## config.mk

```make
export PLATFORM = sky130hd
export DESIGN_NAME = cdp_bus_bridge
export DESIGN_NICKNAME = d
export VERILOG_FILES = /design/src/rtl/cdp_pkg.sv /design/src/rtl/cdp_bus_timeout.sv /design/src/rtl/cdp_bus_bridge.sv
export SDC_FILE = /design/constraint.sdc
export NUM_CORES = 1
export LEC_CHECK = 0
export BUFFER_PORTS_ARGS = -buffer_cell sky130_fd_sc_hd__buf_4
export CAP_MARGIN = 25
export CORE_ASPECT_RATIO = 0.75
export CORE_MARGIN = 2
export CORE_UTILIZATION = 50
export DETAILED_ROUTE_END_ITERATION = 10
export PLACE_DENSITY = 0.74
export SLEW_MARGIN = 20
export SYNTH_ARGS = -nofsm -noshare
export SYNTH_HDL_FRONTEND = slang
export SYNTH_SLANG_ARGS = --single-unit
```

## constraint.sdc

```tcl
create_clock -name tck -period 2.11 [get_ports tck]
set_input_delay 0.3165 -clock tck [delete_from_list [all_inputs] [get_ports tck]]
set_output_delay 0.3165 -clock tck [all_outputs]
set_load 0.005 [all_outputs]
```

## src/rtl/cdp_pkg.sv

```systemverilog
// cdp_pkg: shared definitions for the Core Debug Port (CDP) command path.
// The CDP JTAG port and cdp_bus_bridge import this package. It holds the
// op codes, the ACK encodings, the SELECT bit positions and the bridge FSM
// state type.
package cdp_pkg;

  // CDPACC op codes. Values 3..7 are reserved.
  localparam logic [2:0] CDP_SELECT = 3'd0;
  localparam logic [2:0] CDP_TADDR  = 3'd1;
  localparam logic [2:0] CDP_DTR    = 3'd2;

  // ACK values returned to the JTAG side on Capture-DR.
  localparam logic [3:0] CDP_ACK_OK    = 4'b0010;
  localparam logic [3:0] CDP_ACK_WAIT  = 4'b0001;
  localparam logic [3:0] CDP_ACK_FAULT = 4'b0100;

  // SELECT register bit positions.
  localparam int CDP_SEL_AUTOINC   = 0;
  localparam int CDP_SEL_FAULT_CLR = 31;  // write-1-to-clear; never stored

  typedef enum logic [1:0] {
    CDP_ST_IDLE = 2'd0,
    CDP_ST_XFER = 2'd1,
    CDP_ST_DONE = 2'd2
  } cdp_state_e;

  // ACK priority: FAULT, then WAIT, then OK.
  function automatic logic [3:0] cdp_ack_encode(input logic fault, input logic busy);
    if (fault)     return CDP_ACK_FAULT;
    else if (busy) return CDP_ACK_WAIT;
    else           return CDP_ACK_OK;
  endfunction

endpackage

```

## src/rtl/cdp_bus_timeout.sv

```systemverilog
// cdp_bus_timeout: bus transaction watchdog.
//   tck, trst_n : clock and asynchronous active-low reset
//   clear       : zero the count (held while no transaction is in flight)
//   enable      : count one bus cycle
//   expired     : high during the TIMEOUT-th enabled cycle since the last clear
// The count saturates once expired.
module cdp_bus_timeout #(
  parameter int TIMEOUT = 255
) (
  input  logic tck,
  input  logic trst_n,
  input  logic clear,
  input  logic enable,
  output logic expired
);

  localparam int CW = (TIMEOUT > 1) ? $clog2(TIMEOUT) : 1;
  localparam logic [CW-1:0] LAST = CW'(TIMEOUT - 1);

  logic [CW-1:0] count_reg;

  // The count holds the number of cycles already spent. A count of TIMEOUT-1
  // therefore means the current cycle is the last one allowed.
  assign expired = (count_reg == LAST);

  always_ff @(posedge tck or negedge trst_n) begin
    if (!trst_n) begin
      count_reg <= '0;
    end else if (clear) begin
      count_reg <= '0;
    end else if (enable && !expired) begin
      count_reg <= count_reg + 1'b1;
    end
  end

endmodule

```

## src/rtl/cdp_bus_bridge.sv

```systemverilog
// cdp_bus_bridge: executes decoded CDPACC commands on the debug memory bus.
//   tck, trst_n           : test clock, asynchronous active-low reset
//   cmd_valid/wr/op/data  : one command per cmd_valid strobe
//   bus_req/we/addr/wdata : bus request. These are held stable until bus_ready.
//   bus_ready/rdata/err   : bus response. It is sampled only while bus_req is high.
//   cdp_result            : result of the last completed command
//   cdp_ack               : OK / WAIT / FAULT status
// The block holds the SELECT (AUTOINC), TADDR and DTR registers, a sticky
// FAULT bit and a sticky WAIT bit.
module cdp_bus_bridge
  import cdp_pkg::*;
#(
  parameter int TIMEOUT = 255
) (
  input  logic        tck,
  input  logic        trst_n,
  input  logic        cmd_valid,
  input  logic        cmd_wr,
  input  logic [2:0]  cmd_op,
  input  logic [31:0] cmd_data,
  output logic        bus_req,
  output logic        bus_we,
  output logic [31:0] bus_addr,
  output logic [31:0] bus_wdata,
  input  logic        bus_ready,
  input  logic [31:0] bus_rdata,
  input  logic        bus_err,
  output logic [31:0] cdp_result,
  output logic [3:0]  cdp_ack
);

  cdp_state_e  state_reg;
  logic        autoinc_reg;
  logic        fault_reg;
  logic        sticky_wait_reg;
  logic [31:0] taddr_reg;
  logic [31:0] dtr_reg;
  logic [31:0] result_reg;
  logic        bus_req_reg;
  logic        bus_we_reg;
  logic [31:0] bus_addr_reg;
  logic [31:0] bus_wdata_reg;

  logic expired;
  logic bus_done;

  cdp_bus_timeout #(
    .TIMEOUT (TIMEOUT)
  ) u_timeout (
    .tck     (tck),
    .trst_n  (trst_n),
    .clear   (state_reg != CDP_ST_XFER),
    .enable  (state_reg == CDP_ST_XFER),
    .expired (expired)
  );

  // A ready that arrives without an outstanding request is ignored.
  assign bus_done = bus_req_reg && bus_ready;

  always_ff @(posedge tck or negedge trst_n) begin
    if (!trst_n) begin
      state_reg       <= CDP_ST_IDLE;
      autoinc_reg     <= 1'b0;
      fault_reg       <= 1'b0;
      sticky_wait_reg <= 1'b0;
      taddr_reg       <= '0;
      dtr_reg         <= '0;
      result_reg      <= '0;
      bus_req_reg     <= 1'b0;
      bus_we_reg      <= 1'b0;
      bus_addr_reg    <= '0;
      bus_wdata_reg   <= '0;
    end else begin
      // A command that arrives while a transaction is in flight is dropped.
      // The host learns about it through the sticky WAIT bit.
      if (cmd_valid && (state_reg != CDP_ST_IDLE)) begin
        sticky_wait_reg <= 1'b1;
      end

      case (state_reg)
        CDP_ST_IDLE: begin
          if (cmd_valid) begin
            sticky_wait_reg <= 1'b0;
            case (cmd_op)
              CDP_SELECT: begin
                if (cmd_wr) begin
                  autoinc_reg <= cmd_data[CDP_SEL_AUTOINC];
                  if (cmd_data[CDP_SEL_FAULT_CLR]) fault_reg <= 1'b0;
                end else begin
                  result_reg <= {31'b0, autoinc_reg};
                end
              end
              CDP_TADDR: begin
                if (cmd_wr) taddr_reg  <= cmd_data;
                else        result_reg <= taddr_reg;
              end
              CDP_DTR: begin
                // While FAULT is set, a DTR access is absorbed without bus activity.
                if (!fault_reg) begin
                  if (cmd_wr) dtr_reg <= cmd_data;
                  bus_req_reg  <= 1'b1;
                  bus_we_reg   <= cmd_wr;
                  bus_addr_reg <= taddr_reg;
                  // wdata is don't-care on reads. Presenting DTR keeps it meaningful.
                  bus_wdata_reg <= cmd_wr ? cmd_data : dtr_reg;
                  state_reg    <= CDP_ST_XFER;
                end
              end
              default: begin
                if (!cmd_wr) result_reg <= '0;
              end
            endcase
          end
        end

        CDP_ST_XFER: begin
          // A response takes priority over expiry on the last allowed cycle.
          if (bus_done) begin
            bus_req_reg <= 1'b0;
            if (bus_err) begin
              fault_reg <= 1'b1;
            end else if (!bus_we_reg) begin
              dtr_reg    <= bus_rdata;
              result_reg <= bus_rdata;
            end
            state_reg <= CDP_ST_DONE;
          end else if (expired) begin
            bus_req_reg <= 1'b0;
            fault_reg   <= 1'b1;
            state_reg   <= CDP_ST_DONE;
          end
        end

        CDP_ST_DONE: begin
          // FAULT was clear when the transfer started and nothing else can set
          // it meanwhile. If it is set now, this transfer failed.
          if (autoinc_reg && !fault_reg) taddr_reg <= taddr_reg + 32'd4;
          state_reg <= CDP_ST_IDLE;
        end

        default: state_reg <= CDP_ST_IDLE;
      endcase
    end
  end

  assign bus_req    = bus_req_reg;
  assign bus_we     = bus_we_reg;
  assign bus_addr   = bus_addr_reg;
  assign bus_wdata  = bus_wdata_reg;
  assign cdp_result = result_reg;
  // ACK is decoded from registered state. It therefore changes on the same
  // cycle boundary as the FSM, and returns to OK in the IDLE cycle.
  assign cdp_ack = cdp_ack_encode(fault_reg,
                                  (state_reg != CDP_ST_IDLE) || sticky_wait_reg);

endmodule

```

==> metrics.txt, run 1 <==
Most used DFF post-synth=dfrtp_1; Max VDD drop=0.000648 V; Num CTS Buffers=17; drt via density=5.90; Crit Path Category=reg2reg; reg-to-reg setup timing slack=0.18 ns; hold_ws=0.134 ns; Reg-to-Reg End=taddr_reg[25]; CP bufs+invs=0; RSZ-0062 raised after global routing=no; Longest Clk Path Bufs=2; YS warnings=0; initial antenna violation count=0; Worst setup SP type=register; crit path DAT=2.24 ns; leakage power=4.98 nW; worst-case reg-to-reg path depth=5; # placed instances=1259; GRT Util Overall=0.281; first-pass GRT wire length=39600 um; # setup viols final=0; clock period minus worst slack=1.93 ns; number of port buffers=173; CTS tree=built; relative slew slack=0.632; layout cells sized above 1=0.248; Avg Inst Size Synth=9.24 um2; Crit. path cell count=5; ANT nets after route=0; Post-Synthesis Cells=904; status=completed; GPL Wtd Cong=0.886; worst r2r src=taddr_reg[15]; PD cells=1360 nW/um2; Tcrit/Tclk final=0.913; crit path max fanout=8; n_diodes=0; Crit. End Element=register; Yosys cell types=59; Wirelength per Cell=19.0 um; Sink Count=175; Worst path top cell family by delay=simple AND/OR/NAND/NOR gates; worst-path cell chain=nand3_2 -> nor4_4 -> and2_4 -> a41oi_1 -> o22a_1; Final Hold Fails=0; # IOs=175; Hold Path Class=in2reg; number of max-cap violations=0; number of global-route vias before repair=7349; CP peak stage delay=0.57 ns; fmax=519 MHz; #FFs+latches synth=175; drt pass-1 iters=5; FILL cells=1357; Clock Latency Late Sink=0.43 ns; final net count=1145; EDFF count, synth=0; Vias=7619; Slew Viols, Final=0; Core Rows=40; DRC=0; Core Area=16200 um2; clk_skew=0.00789 ns; DRT Wirelength=24600 um; worst-margin pin slew=0.553 ns; HPWL after detailed placement=16700 um; die area=17800 um2; die width=153 um; Fin Setup TNS=0 ns; clk root buf=clkbuf_16; Clock transition at path regs=0.06 ns; Cell Area, Synth=8350 um2; post-synthesis net count=980; Area growth syn-to-layout=26.1%; Async SR Flop Fraction=1.00; Finished Layout Cells=1292; Critical Path Sink=taddr_reg[25]; CP required=2.42 ns; H-tree lvl count=4; post-synthesis sequential area ratio=0.524; starting density of the core=0.517; gr ovfl total=0; largest net degree at the start of global routing=57; Slowest-stage cell, CP=nor4_4; Critical Path Start=taddr_reg[15]; Die H=116 um; 1st-iter DRT viols=700
## layout make-up
type	count	area (um2)	share of cell area
Clock buffer	23	458	0.0435
Timing Repair Buffer	219	1710	0.163
Clock inverter	9	87.6	0.00832
Inverter	6	22.5	0.00214
Sequential cell	175	4380	0.416
Tap cell	210	263	0.0249
Multi-Input combinational cell	650	3610	0.343
## worst min path at each step
stage	startpoint	end	cells after the start
global placement	trst_n	cdp_result[25]	1
CTS	cmd_valid	register	3
global route	cmd_valid	register	3
finish	cmd_valid	register	3
floorplan	trst_n	asynchronous set/reset pin	0
detailed placement	trst_n	cdp_result[25]	1
## cell families after synthesis
kind of cell / after synthesis / synth area share
AO/OA/AOI/OAI: 272 / 0.196
XOR/XNOR: 3 / 0.00315
adder cells (fa/ha/maj): 3 / 0.00449
buffers and inverters: 79 / 0.0481
flip-flops: 175 / 0.524
multiplexers: 37 / 0.0445
other: 1 / 0.000449
AND/OR/NAND/NOR: 334 / 0.179
## layer usage
layer	global-route usage	share of wire	vias to the layer above
met5	0	0	-
met2	0.421	0.45	375
met4	0.0679	0.0096	0
li1	-	-	3522
met1	0.413	0.45	3695
met3	0.0737	0.095	27
## report_power, final
part	total (mW)	internal (mW)	switching (mW)	leakage, nW
combinational	5.17	2.55	2.62	2.53
clock	3.00	1.66	1.34	0.265
sequential	6.14	4.87	1.27	2.19
## stage by stage
| stage | instance area [um2] | util | setup slack (ns) | total power, mW |
|---|---|---|---|---|
| 6_report | 10500 | 0.651 | 0.184 | 14.3 |
| 5_1_grt | 10500 | 0.651 | 0.0215 | 15.2 |
| 4_1_cts | 10500 | 0.651 | 0.114 | 14.3 |
| 3_5_place_dp | 9970 | 0.617 | 0.133 | 11.3 |
| 3_3_place_gp | 9970 | 0.617 | 0.251 | 11.1 |
| 2_1_floorplan | 8350 | - | 0.378 | 8.56 |
## cells in the final DEF (no fill, tap or decap), types with 2 or more instances in the layout
master     count
nand4_1       12
clkinv_4       4
xor2_1         2
or2_2          2
a41oi_1        3
clkinv_2       3
buf_12         5
a211oi_1       4
nor4_1         2
and4_1         2
clkbuf_1       5
nor4_4         2
ha_1           3
nand3_4        2
clkbuf_16     17
nand3_2        2
o21ai_1       28
buf_4        212
nor2_1        67
o22ai_1       43
or3_1          2
nor3b_2        3
a2bb2oi_1      8
nor3_1         6
nand2_1      193
mux2i_1       36
o21ai_0       60
dfrtp_1      175
a22oi_1       32
a31oi_1        6
o22a_1         3
nand3_1       19
o21a_1         4
a311oi_1       2
and3_1         7
inv_1          6
a21oi_1       69
## Yosys cell counts, types with 6 or more instances
cell	count	area, um2
a21oi_1	69	345
a22oi_1	32	240
a2bb2oi_1	8	70.1
a31oi_1	6	37.5
and3_1	7	43.8
buf_2	20	100
buf_6	8	90.1
clkbuf_1	34	128
dfrtp_1	175	4380
inv_1	6	22.5
mux2i_1	36	360
nand2_1	193	724
nand3_1	20	100
nand4_1	12	75.1
nor2_1	67	251
nor3_1	6	30.0
o21ai_0	60	300
o21ai_1	28	140
o22ai_1	43	269
## worst register-to-register path: cells and delay by family, from the launching register on
kind / cells / cell delay, ns
AO/OA/AOI/OAI: 2 / 0.31
AND/OR/NAND/NOR: 3 / 1.02
flip-flops: 1 / 0.47
## timing repair
action	4_1_cts	5_1_grt
gates resized for setup	0	1
hold endpoints to repair	48	0
buffers inserted	0	0
hold buffers	1	0
setup endpoints to repair	0	4
(Power assumes the default switching activity.)
==> run 2, diff against run 1 <==
- BUFFER_PORTS_ARGS: -buffer_cell sky130_fd_sc_hd__buf_4 -> -buffer_cell sky130_fd_sc_hd__buf_2
==> run 2 against run 1 <==
Sequential power is 1% higher. Critical endpoint is now dtr_reg[18]. First-iteration DRC count is 21% higher. Routed wire length is 1.7% lower. Largest power group unchanged. Worst setup slack worse by 0.011 ns. Cell count is 0.15% lower. Global-route usage is 0.70 points lower. Clock skew is 0.00054 ns lower. Die area stayed put. Via count is 1.2% lower. Clock-buffer cell count stayed put. Hold slack better by 0.044 ns.
==> metrics.txt, run 2 (synthesis results as in run 1) <==
DRT Wirelength=24200 um (-1.7%); worst-margin pin slew=0.664 ns (+0.112 ns); H-tree lvl count=4 (unchanged); Worst setup SP type=register; worst-path cell chain=nand2b_2 -> or4_4 -> a22oi_4 -> buf_4 -> nor2_1 -> a21oi_1; Finished Layout Cells=1290 (-0.15%); HPWL after detailed placement=16500 um (-1.3%); gr ovfl total=0 (unchanged); Clock transition at path regs=0.06 ns (about the same); Num CTS Buffers=17 (unchanged); Fin Setup TNS=0 ns (unchanged); die area=17800 um2 (unchanged); commonest cells after routing, fill and taps aside=nand2_1 (193), dfrtp_1 (175), buf_2 (172); # IOs=175 (unchanged); 1st-iter DRT viols=847 (+21%); Die H=116 um (unchanged); crit path max fanout=21 (+13); final net count=1144 (-0.087%); first-pass GRT wire length=38300 um (-3.2%); number of port buffers=173 (unchanged); Tcrit/Tclk final=0.918 (+0.00529); Slew Viols, Final=0 (unchanged); leakage power=4.88 nW (-1.9%); CP peak stage delay=0.61 ns (+0.04 ns); Post-DP Area=9550 um2 (-4.1%); Vias=7525 (-1.2%); fin worst setup slack=0.173 ns (-0.0112 ns); starting density of the core=0.517 (unchanged); status=completed; Crit. End Element=register; clk root buf=clkbuf_16; Slowest-stage cell, CP=dfrtp_1; # placed instances=1258 (-0.079%); CTS tree=built; largest net degree at the start of global routing=56 (-1.8%); Sink Count=175 (unchanged); RSZ-0062 raised after global routing=no; Wirelength per Cell=18.7 um (-1.6%); crit path DAT=2.28 ns (+0.04 ns); Core Rows=40 (unchanged); PD cells=1360 nW/um2 (about the same); number of max-cap violations=0 (unchanged); Area growth syn-to-layout=21.5%; ANT nets after route=0 (unchanged); initial antenna violation count=0 (unchanged); Longest Clk Path Bufs=2 (unchanged); DRC=0 (unchanged); drt via density=5.83 (-1.1%); Core Area=16200 um2 (unchanged); clock period minus worst slack=1.94 ns (+0.0112 ns); CP required=2.45 ns (+0.03 ns); Post-Place Worst Slack=0.200 ns (+0.0670 ns); GRT Util Overall=0.274 (-0.00699); Hold Path Class=in2reg; GPL Wtd Cong=0.870 (-1.8%); hold_ws=0.178 ns (+0.0439 ns); Final Hold Fails=0 (unchanged); Crit Path Category=reg2reg; FILL cells=1375 (+1.3%); clk_skew=0.00736 ns (-0.000536 ns); fmax=516 MHz (-0.58%); n_diodes=0 (unchanged); Design Area, Final=10100 um2 (-3.6%); die width=153 um (unchanged); layout cells sized above 1=0.251 (+0.00324); Setup Fix Bufs, Post-CTS=0 (unchanged); Clock Latency Late Sink=0.43 ns (about the same); number of global-route vias before repair=7092 (-3.5%); relative slew slack=0.554 (-0.0779); # setup viols final=0 (unchanged); drt pass-1 iters=5 (unchanged); Max VDD drop=0.000632 V (-2.3%); commonest non-fill, non-tap cell in the layout=nand2_1
-- run 2: changes by cell type in the layout (fill, tap and decap cells not counted), sizes merged --
cell | previous run | this run
clkinv | 7 | 3
clkinvlp | 1 | 3
buf | 218 | 217
inv | 6 | 7
-- run 2: final cells by class --
type	count	area (um2)	share of cell area
Tap cell	210	263	0.0259
Clock buffer	23	498	0.0491
Inverter	6	22.5	0.00222
Clock inverter	8	80.1	0.00789
Timing Repair Buffer	218	1300	0.128
Multi-Input combinational cell	650	3600	0.355
Sequential cell	175	4380	0.432
-- run 2: final timing paths --
path,slack (ns),cells after the start,to,start
worst min-delay path,0.18,3,taddr_reg[1],cmd_data[1]
worst min register to register,0.47,2,bus_addr[11],bus_addr[11]
min in group asynchronous,0.42,2,bus_wdata[27],trst_n
worst max-delay path,0.17,6,dtr_reg[18],state_reg[0]
max in group asynchronous,1.01,3,bus_addr[2],trst_n
worst max register to register,0.17,6,dtr_reg[18],state_reg[0]
-- run 2: repair_timing --
| action | in CTS | in global routing |
|---|---|---|
| hold buffers | 1 | 0 |
| setup endpoints to repair | 0 | 1 |
| hold endpoints to repair | 48 | 0 |
| resized for setup | 0 | 1 |
-- run 2: through the flow --
step / util / total power [mW]
after floorplan: - / 8.56
after global placement: 0.591 / 10.5
after detailed placement: 0.591 / 10.7
after CTS: 0.627 / 13.8
after global routing: 0.628 / 14.7
final: 0.628 / 13.8
-- run 2: where the power goes --
part           switching (mW)  leakage (nW)  internal (mW)  total [mW]
logic                    2.46          2.42           2.00        4.46
registers                1.34          2.19           4.86        6.21
clock network            1.33         0.278           1.78        3.11
total                    5.14          4.88           8.64        13.8
-- run 2: critical path, delay by kind of cell (launching register included) --
kind	cells	cell delay [ns]
AOI/OAI and AO/OA	2	0.29
and+or+nand+nor	3	0.65
DFF	1	0.61
buffers and inverters	1	0.31
-- run 2: per-layer routing --
metal | vias up | track usage | share of wire
met4 | 0 | 0.0741 | 0.012
met3 | 28 | 0.0722 | 0.087
met2 | 325 | 0.409 | 0.44
met5 | - | 0 | 0
li1 | 3530 | - | -
met1 | 3642 | 0.401 | 0.46
==> run 3, diff against run 2 <==
- REMOVE_ABC_BUFFERS: not set -> 1
- SLEW_MARGIN: 20 -> not set
- SYNTH_HIERARCHICAL: not set -> 1
==> run 3 against run 2 <==
First-iteration DRC count down 18%. Synthesized area is 1.3% higher. Sequential share of layout area shrank 0.95 points.
==> metrics.txt, run 3 <==
# IOs=175 (unchanged); layout cells sized above 1=0.307 (+0.0556); Clock transition at path regs=0.07 ns (about the same); Crit Path Category=reg2reg; EDFF count, synth=0 (unchanged); commonest non-fill, non-tap cell in the layout=dfrtp_1; worst-margin pin slew=0.909 ns (+0.245 ns); DRC=0 (unchanged); Num CTS Buffers=17 (unchanged); Worst path top cell family by delay=simple AND/OR/NAND/NOR gates; initial antenna violation count=0 (unchanged); RSZ-0062 raised after global routing=no; Longest Clk Path Bufs=2 (unchanged); Setup Fix Bufs, Post-CTS=0 (unchanged); Core Area=16700 um2 (+3.1%); Vias=7286 (-3.2%); Hold Path Class=in2reg; first-pass GRT wire length=36800 um (-3.8%); number of port buffers=173 (unchanged); YS warnings=6 (+6); fin worst setup slack=0.159 ns (-0.0143 ns); Synth top area share=0.518 (-0.00651); H-tree lvl count=4 (unchanged); gr ovfl total=0 (unchanged); Most used DFF post-synth=dfrtp_1; top post-synthesis cells by count=dfrtp_1 (175), a21oi_1 (70), nor2_1 (68); CP peak stage delay=0.38 ns (-0.23 ns); clk_skew=0.0101 ns (+0.00277 ns); largest net degree at the start of global routing=64 (+14%); Sink Count=175 (unchanged); Tcrit/Tclk final=0.925 (+0.00680); DRT Wirelength=23000 um (-4.6%); Wirelength per Cell=19.0 um (+1.7%); drt via density=6.02 (+3.2%); drt pass-1 iters=7 (+2); final net count=1059 (-7.4%); CP bufs+invs=2 (+1); Core Rows=41 (+2.5%); # setup viols final=0 (unchanged); worst-path cell chain=buf_4 -> nor2b_1 -> nand3_1 -> nor3_4 -> buf_12 -> mux2_2; relative slew slack=0.392 (-0.162); Final Hold Fails=0 (unchanged); post-synthesis sequential area ratio=0.518 (-0.00651); Yosys cell types=68 (+15%); 1st-iter DRT viols=697 (-18%); Area growth syn-to-layout=22.6%; Post-Place Worst Slack=0.113 ns (-0.0877 ns); Finished Core Util=0.622 (-0.00542); commonest cells after routing, fill and taps aside=dfrtp_1 (175), buf_2 (172), a21oi_1 (70); Worst setup SP type=register; GPL Wtd Cong=0.904 (+3.9%); starting density of the core=0.507 (-0.00940); Slowest-stage cell, CP=dfrtp_1; CP required=2.42 ns (-0.03 ns); clock period minus worst slack=1.95 ns (+0.0143 ns); Post-Synthesis Cells=813 (-10%); fmax=512 MHz (-0.74%); crit path max fanout=51 (+140%); GRT Util Overall=0.263 (-0.0113); Max VDD drop=0.000637 V (+0.70%); status=completed; Crit. End Element=register; Clock Latency Late Sink=0.43 ns (about the same); Fin Setup TNS=0 ns (unchanged); cell with the most instances after synthesis=dfrtp_1; Area contributors post-synth=dfrtp_1 (52%), a22oi_1 (5.6%), mux2_2 (4.9%); Cell Area, Synth=8460 um2 (+1.3%); Slew Viols, Final=0 (unchanged); Avg Inst Size Synth=10.4 um2 (+13%); die width=154 um (+0.61%); CTS tree=built; crit path DAT=2.26 ns (-0.02 ns); clk root buf=clkbuf_16; n_diodes=0 (unchanged); hold_ws=0.134 ns (-0.0444 ns); area leader, netlist=dfrtp_1; HPWL after detailed placement=16000 um (-2.9%); ANT nets after route=0 (unchanged); leakage power=4.70 nW (-3.9%); #FFs+latches synth=175 (unchanged); Die H=117 um (+0.60%); number of global-route vias before repair=6710 (-5.4%); Async SR Flop Fraction=1.00 (unchanged); PD cells=1210 nW/um2 (-11%); number of max-cap violations=0 (unchanged); die area=18000 um2 (+1.2%)
-- run 3: layout make-up --
cell class	instances	area [um2]
clock buffers	21	460
repair buffers	220	1350
inverters	7	26.3
clock inverters	10	161
flip-flops and latches	175	4380
fillers	1376	6300
multi-input cells	562	3730
well taps	215	269
-- run 3: kinds of logic (layout without fill, tap and decap cells) --
kind of cell               count (synthesis)  after routing  synth area share
adders and majority gates                  3              3           0.00444
other                                      1              1          0.000443
AOI/OAI and AO/OA                        276            276             0.219
and+or+nand+nor                          210            210             0.122
buffers and inverters                     76            258            0.0448
muxes                                     72             72            0.0908
DFF                                      175            175             0.518
-- run 3: metrics by stage --
step	area, um2	instances	power (mW)
2_1_floorplan	8110	744	7.29
3_3_place_gp	9740	1178	9.07
3_5_place_dp	9740	1178	9.19
4_1_cts	10400	1210	12.6
5_1_grt	10400	1210	13.3
6_report	10400	1210	12.5
-- run 3: path summary, 6_finish.rpt --
path / slack (ns) / to / start / cells past startpoint
hold reg to reg: 0.48 / cdp_result[4] / cdp_result[4] / 2
max in group asynchronous: 0.99 / dtr_reg[21] / trst_n / 3
setup reg to reg: 0.16 / bus_addr[17] / fault_reg / 6
setup / recovery: 0.16 / bus_addr[17] / fault_reg / 6
min in group asynchronous: 0.46 / bus_wdata[3] / trst_n / 2
hold / removal: 0.13 / register / cmd_valid / 2
-- run 3: power breakdown --
part	internal, mW	leakage, nW	switching [mW]	total, mW
registers	4.65	2.18	0.995	5.64
clock network	2.04	0.307	1.32	3.36
logic	1.83	2.21	1.70	3.52
total	8.52	4.70	4.01	12.5
-- run 3: what timing repair did --
| item | CTS | global route |
|---|---|---|
| hold endpoints to repair | 59 | 0 |
| setup endpoints to repair | 0 | 1 |
| gates resized for setup | 0 | 1 |
| hold buffers | 1 | 0 |
-- run 3: metal layers --
layer  routed length (um)  track usage
met1                10900        0.392
met4                  246       0.0729
met3                 1980       0.0638
met2                 9950        0.386
met5                    0            0
